<file path="config.mk">
export PLATFORM = sky130hd
export DESIGN_NAME = piso_tx_scheduler
export DESIGN_NICKNAME = d
export VERILOG_FILES = /design/src/rtl/piso_tx_scheduler.sv
export SDC_FILE = /design/constraint.sdc
export NUM_CORES = 1
export LEC_CHECK = 0
export ABC_AREA = 0
export CORE_AREA = 2 2 154 156
export CTS_BUF_LIST = sky130_fd_sc_hd__clkbuf_8
export DETAILED_ROUTE_END_ITERATION = 16
export DIE_AREA = 0 0 156 158
export GPL_TIMING_DRIVEN = 0
export PLACE_DENSITY_LB_ADDON = 0.05
export REMOVE_ABC_BUFFERS = 1
export SETUP_SLACK_MARGIN = 0.4
export SLEW_MARGIN = 40
export SYNTH_ARGS = -nofsm -noshare
export SYNTH_HDL_FRONTEND = slang
export SYNTH_SLANG_ARGS = --single-unit
</file>
<file path="constraint.sdc">
create_clock -name clk -period 5.4 [get_ports clk]
set_input_delay 1.62 -clock clk [delete_from_list [all_inputs] [get_ports clk]]
set_output_delay 1.62 -clock clk [all_outputs]
set_load 0.1 [all_outputs]
</file>
<file path="src/rtl/piso_tx_scheduler.sv">
// Round-robin grant and 128-cycle framing for the AES output serializer.
// Define PISO_SCHED_FIXED_PRIO_EN for fixed lowest-index-wins priority.
module piso_tx_scheduler #(
  parameter int NUM_REQ = 2,
  parameter int DATA_W  = 128,
  parameter int SRC_W   = 2
) (
  input  logic                      clk,
  input  logic                      reset_n,
  input  logic [NUM_REQ-1:0]        req_valid,
  input  logic [NUM_REQ*DATA_W-1:0] req_data,
  output logic [NUM_REQ-1:0]        req_ready,
  output logic                      piso_wr_en,
  output logic [DATA_W-1:0]         piso_data,
  output logic                      ser_valid,
  output logic                      ser_first,
  output logic                      ser_last,
  output logic [SRC_W-1:0]          ser_src,
  output logic                      busy
);

  localparam int CNT_W = $clog2(DATA_W);
  localparam int NPAD  = 2**SRC_W;
  localparam logic [CNT_W-1:0] CNT_MAX = CNT_W'(DATA_W-1);

  typedef enum logic {IDLE, SHIFT} state_t;

  state_t           state, state_nx;
  logic [CNT_W-1:0] bit_cnt, cnt_nx;
  logic [SRC_W-1:0] rr_ptr, ptr_nx;
  logic [SRC_W-1:0] src_nx;
  logic [SRC_W-1:0] gnt_idx, idx;
  logic [NPAD-1:0]  vld_pad;
  logic             found;
  logic             load_slot;
  logic             grant;

  assign vld_pad = NPAD'(req_valid);

  assign load_slot = (state == IDLE) ||
                     (state == SHIFT && bit_cnt == CNT_MAX);

  // No grant while reset is held so every output reads zero.
  assign grant = reset_n & load_slot & found;

  // Pick the winning requester among the valid ones.
  always_comb begin
    found   = 1'b0;
    gnt_idx = '0;
    idx     = '0;
`ifdef PISO_SCHED_FIXED_PRIO_EN
    for (int k = 0; k < NUM_REQ; k++) begin
      idx = SRC_W'(k);
      if (!found && vld_pad[idx]) begin
        found   = 1'b1;
        gnt_idx = idx;
      end
    end
`else
    for (int k = 1; k <= NUM_REQ; k++) begin
      idx = SRC_W'((int'(rr_ptr) + k) % NUM_REQ);
      if (!found && vld_pad[idx]) begin
        found   = 1'b1;
        gnt_idx = idx;
      end
    end
`endif
  end

  // Drive the accept strobe and serializer load from the grant.
  always_comb begin
    req_ready  = '0;
    piso_wr_en = grant;
    piso_data  = '0;
    for (int i = 0; i < NUM_REQ; i++) begin
      if (grant && gnt_idx == SRC_W'(i)) begin
        req_ready[i] = 1'b1;
        piso_data    = req_data[i*DATA_W +: DATA_W];
      end
    end
  end

  // Next-state: load on grant, otherwise count the shift cycles.
  always_comb begin
    state_nx = state;
    cnt_nx   = bit_cnt;
    ptr_nx   = rr_ptr;
    src_nx   = ser_src;
    if (grant) begin
      state_nx = SHIFT;
      cnt_nx   = '0;
      src_nx   = gnt_idx;
`ifndef PISO_SCHED_FIXED_PRIO_EN
      ptr_nx   = gnt_idx;
`endif
    end else begin
      unique case (state)
        SHIFT: begin
          if (bit_cnt == CNT_MAX) begin
            state_nx = IDLE;
            cnt_nx   = '0;
          end else begin
            cnt_nx = bit_cnt + 1'b1;
          end
        end
        default: ;
      endcase
    end
  end

  // State, counter, pointer and source registers.
  always_ff @(posedge clk or negedge reset_n) begin
    if (!reset_n) begin
      state   <= IDLE;
      bit_cnt <= '0;
      rr_ptr  <= SRC_W'(NUM_REQ-1);
      ser_src <= '0;
    end else begin
      state   <= state_nx;
      bit_cnt <= cnt_nx;
      rr_ptr  <= ptr_nx;
      ser_src <= src_nx;
    end
  end

  assign ser_valid = (state == SHIFT);
  assign busy      = (state == SHIFT);
  assign ser_first = (state == SHIFT) && (bit_cnt == '0);
  assign ser_last  = (state == SHIFT) && (bit_cnt == CNT_MAX);

endmodule

</file>
* After elaboration in Yosys (flattened, before gate mapping)
Cells that the tools add are included.
** Word-level totals
- Bits in read-only memories :: 0
- Register bits :: 11
- Latch bits :: 0
- RAM bits :: 0
- Output and inout bits :: 137
- Input port bits :: 260
- Memories :: 0
** Cells by class
- Multiply operators :: 0
- Eq/ne operators :: 2
- $lt $le $gt $ge :: 2
- $add $sub $neg :: 3
- Reduce and logical (&&, ||, !) cells :: 10
- Bitwise logic cells :: 5
- Divide/modulo/power cells :: 0
- Shift operators :: 0
- Muxes and demuxes :: 18
** Operators by type and width (number)
- two-way mux 128 bit :: 2
- two-way mux 7 bit :: 3
- two-way mux 1 bit :: 9
- adder 7 x 1 -> 7 bit (second input constant) :: 1
- == test 7 bit (second input constant) :: 1
- zero test 7 bit :: 1
- less-than comparator 2 x 3 -> 1 bit (second input constant) :: 2
- logical AND 1 bit :: 5
- binary-select mux 1 bit (select 2 bit) :: 2
- two-way mux 2 bit :: 2
- adder 1 bit (second input constant) :: 2
- AND 1 bit :: 2
- AND 1 bit (first input constant) :: 2
- == test 2 x 1 -> 1 bit (second input constant) :: 1
- zero test 2 bit :: 1
- nonzero test 2 bit :: 1
- zero test 1 bit :: 1
- logical OR 1 bit :: 1
- NOT 1 bit :: 1

* Logic depth before layout (Yosys ltp)
- Depth after elaboration :: 12
- Mapped depth :: 6

* Worst setup path after synthesis
OpenSTA, ideal clock, no wires.
- Path type :: register to output
- Start :: reg state, in the netlist busy
- End :: out ser_first
- Slack :: -0.349 ns
- Path buffers :: 1
- Required time :: 3.780 ns
- Arrival time :: 4.129 ns
- Cell stages (with the launch flop) :: 4
- Path through :: dfrtp_1 -> buf_2 -> nand3_1 -> nor4_1
** Between the ends
- Word-level cells in the longest chain between the ends :: 1
** RTL lines
- start, declared :: RTL line 28 : state_t state, state_nx;
- start signal, assigned :: RTL line 119 : state <= state_nx;
- logical AND 1 bit :: RTL line 128 : assign ser_first = (state == SHIFT) && (bit_cnt == '0);
- end, declared :: RTL line 16 : output logic ser_first,
Every way passes these cells.

* Worst setup path in the final report
- Start :: in reset_n
- End :: out piso_data[23]
** Between the ends
- Word-level cells in the longest chain between the ends :: 5
** RTL lines
- start, declared :: RTL line 9 : input logic reset_n,
- AND 1 bit * (2 in a row) :: RTL line 44 : assign grant = reset_n & load_slot & found;
- logical AND 1 bit :: RTL line 76 : if (grant && gnt_idx == SRC_W'(i)) begin
- two-way mux 128 bit :: RTL line 76
- two-way mux 128 bit * :: RTL line 76
- end, declared :: RTL line 14 : output logic [DATA_W-1:0] piso_data,
Every way passes the cells marked *; elsewhere a longest branch is shown, timed or not.

==> results.json <==
{
  "drv_cap": 0,
  "setup_violations": 0,
  "grt_use_total_pct": 15.9,
  "yosysMostFrequentCell": "nand2_1",
  "viasPerCell": 4.03,
  "slew_viol_final": 0,
  "gp_congestion": 0.816,
  "finalHoldViolCount": 0,
  "outcome": "finished clean",
  "period_share_pct": 90.0,
  "arrival_ns": 3.24,
  "max_freq_mhz": 206,
  "pin_count": 397,
  "tightest_slew_ns": 0.758,
  "routed_wl_mm": 21.6,
  "die_h_um": 158,
  "synthTopCellsByArea": "nand2_1 39%, a21oi_1 26%, dfrtp_1 9.1%, buf_6 5.0%, buf_2 3.6%",
  "cts_tree": "done",
  "p_leak_nw": 2.99,
  "rows": 56,
  "antenna_found_initial": 1,
  "cts_buffers": 3,
  "ys.flop_type": "dfrtp_1",
  "portBuffers": 395,
  "synth_top_area_cell": "nand2_1",
  "cts.sinks": 10,
  "required_ns": 3.78,
  "sequentialPowerShare_pct": 20.6,
  "drive_gt1_share_pct": 21.8,
  "end_kind": "output port",
  "p_sw_w": 0.000268,
  "final_core_util_pct": 28.7,
  "syn_to_final_growth_pct": 166,
  "drtPass1Iterations": 4,
  "num_vias": 4654,
  "powerDensity_nw_per_um2": 103,
  "ys_ff_latch": 10,
  "synth_edf_count": 0,
  "pwr-share-comb_pct": 65.3,
  "route.detailed.drc": 0,
  "cts_hold_buffers": 0,
  "htree_levels": 1,
  "nets": 1128,
  "synth.top_cells.by_count": "261 x nand2_1, 128 x a21oi_1, 18 x buf_2",
  "clock_latency_ns": 0.24,
  "grt_start_max_net_pins": 45,
  "start_kind": "primary input",
  "fp.dieArea_um2": 24600,
  "wire_per_inst_um": 18.7,
  "holdWs_ns": 0.508,
  "start_util_pct": 10.8,
  "first_iter_violations": 277,
  "switching_share_pct": 39.2,
  "ys_seq_area_share_pct": 10.1,
  "holdCritPathClass": "reg2reg",
  "clockBufferDepth": 2,
  "ir_worst_vdd_v": 0.000150,
  "rsz0062_at_grt": "false",
  "final_antenna_net_count": 0,
  "ys_types": 33,
  "path_max_fanout": 19,
  "synth_area_um2": 2490,
  "avgSynthCellArea_um2": 5.06,
  "fin_skew_ns": 0.00264,
  "grt_first_pass_wirelength_mm": 29.5,
  "core_um2": 23100,
  "dp_hpwl_mm": 18.5,
  "crit_type": "in2out",
  "path_clk_slew_ns": 0.05,
  "die_w_um": 156,
  "root_buffer": "clkbuf_8",
  "synthCells": 492,
  "p_clk_share_pct": 14.0,
  "ys_warn_count": 0,
  "grt_pass1_vias": 4368,
  "timing.slew.headroom_pct": 48.9,
  "intPower_w": 0.000416,
  "grt.overflow.total": 0,
  "power_w": 0.000683,
  "yosysTopAreaCellShare_pct": 39.4,
  "synth_async_sr_flop_share_pct": 100,
  "fin_crit_ns": 4.86
}
final cells by class:
cell class	instances	area [um2]
Sequential cell	10	251
Inverter	6	22.5
Multi-Input combinational cell	430	2030
Fill cell	2628	16400
Timing Repair Buffer	415	3890
Tap cell	290	363
Clock buffer	4	55.1
Antenna cell	1	2.50
power groups by stage:
stage / combinational (W) / clock, W / sequential (W)
2_1_floorplan: 0.000183 / 0 / 0.000139
3_3_place_gp: 0.000432 / 0 / 0.000142
3_5_place_dp: 0.000442 / 0 / 0.000142
4_1_cts: 0.000448 / 0.0000978 / 0.000141
5_1_grt: 0.000489 / 0.000102 / 0.000148
6_report: 0.000447 / 0.0000957 / 0.000141
logic make-up (layout without fill, tap and decap cells):
family	after synthesis	count (layout)	synth area share, %
fa+ha+maj	2	2	1.01
compound gates	144	144	30.9
xor+xnor	2	2	0.704
buf+inv	52	425	12.5
other cells	1	2	0.151
flops	10	10	10.1
simple gates	277	277	42.9
mux	4	4	1.71
cell usage in the layout (no fill, tap or decap), types with 2 or more instances in the layout:
cell type,instances
a21oi_4,4
buf_12,14
clkbuf_8,4
nand3_1,6
a21oi_1,112
o21ai_0,5
buf_8,16
buf_4,37
a21oi_2,12
clkdlybuf4s50_1,256
nand2_1,261
nor2_1,3
dfrtp_1,9
inv_1,5
mux2_2,2
ha_1,2
buf_2,84
buf_6,4
mux2i_1,2
buf_16,2
nand4_1,2
a31oi_1,2
routing by layer:
metal  global-route usage [%]  share of wire, %  up-vias
met5                        0                 0        -
met3                     4.24               7.8        7
li1                         -                 -     2345
met4                     1.40              0.44        0
met2                     31.7                56      170
met1                     17.3                36     2132
flip-flops by register name (all words and copies together), names as in the netlist:
name / flops
rr_ptr: 1
busy: 1
ser_src: 1
bit_cnt: 7
critical path, stage by stage:
cell and delay [ns]:
buf_6 0.14, o21a_1 0.18, o211ai_4 0.12, buf_12 0.15, buf_16 0.15, buf_16 0.16
buf_8 0.16, buf_12 0.17, a21oi_2 0.16, buf_8 0.22
worst paths after layout:
| kind | slack [ns] | depth (start not counted) | to | startpoint |
|---|---|---|---|---|
| setup / recovery | 0.54 | 10 | piso_data[23] | reset_n |
| hold / removal | 0.51 | 1 | ser_src[0]$_DFFE_PN0N_ | ser_src[0]$_DFFE_PN0N_ |
| setup reg to reg | 3.76 | 5 | ser_src[0]$_DFFE_PN0N_ | bit_cnt[0]$_DFFE_PN0P_ |
| hold reg to reg | 0.51 | 1 | ser_src[0]$_DFFE_PN0N_ | ser_src[0]$_DFFE_PN0N_ |
| max in group asynchronous | 4.01 | 1 | rr_ptr[0]$_DFFE_PN1N_ | reset_n |
| min in group asynchronous | 1.18 | 1 | bit_cnt[4]$_DFFE_PN0P_ | reset_n |
stage by stage:
step	setup TNS [ns]	setup WS, ns	instance area [um2]	std cells
5_1_grt	0	0.441	6620	1155
3_5_place_dp	-20.53	-0.527	6160	1149
6_report	0	0.538	6620	1156
2_1_floorplan	-283.92	-2.18	2200	446
3_3_place_gp	-599.49	-5.07	6520	1131
4_1_cts	0	0.360	6520	1153
repair_timing:
action / CTS / global route
cloned: 0 / 0
pin swaps: 1 / 1
buffers inserted: 0 / 2
gates resized for setup: 107 / 23
setup endpoints to repair: 131 / 37
Power figures use the tool's default switching activity.
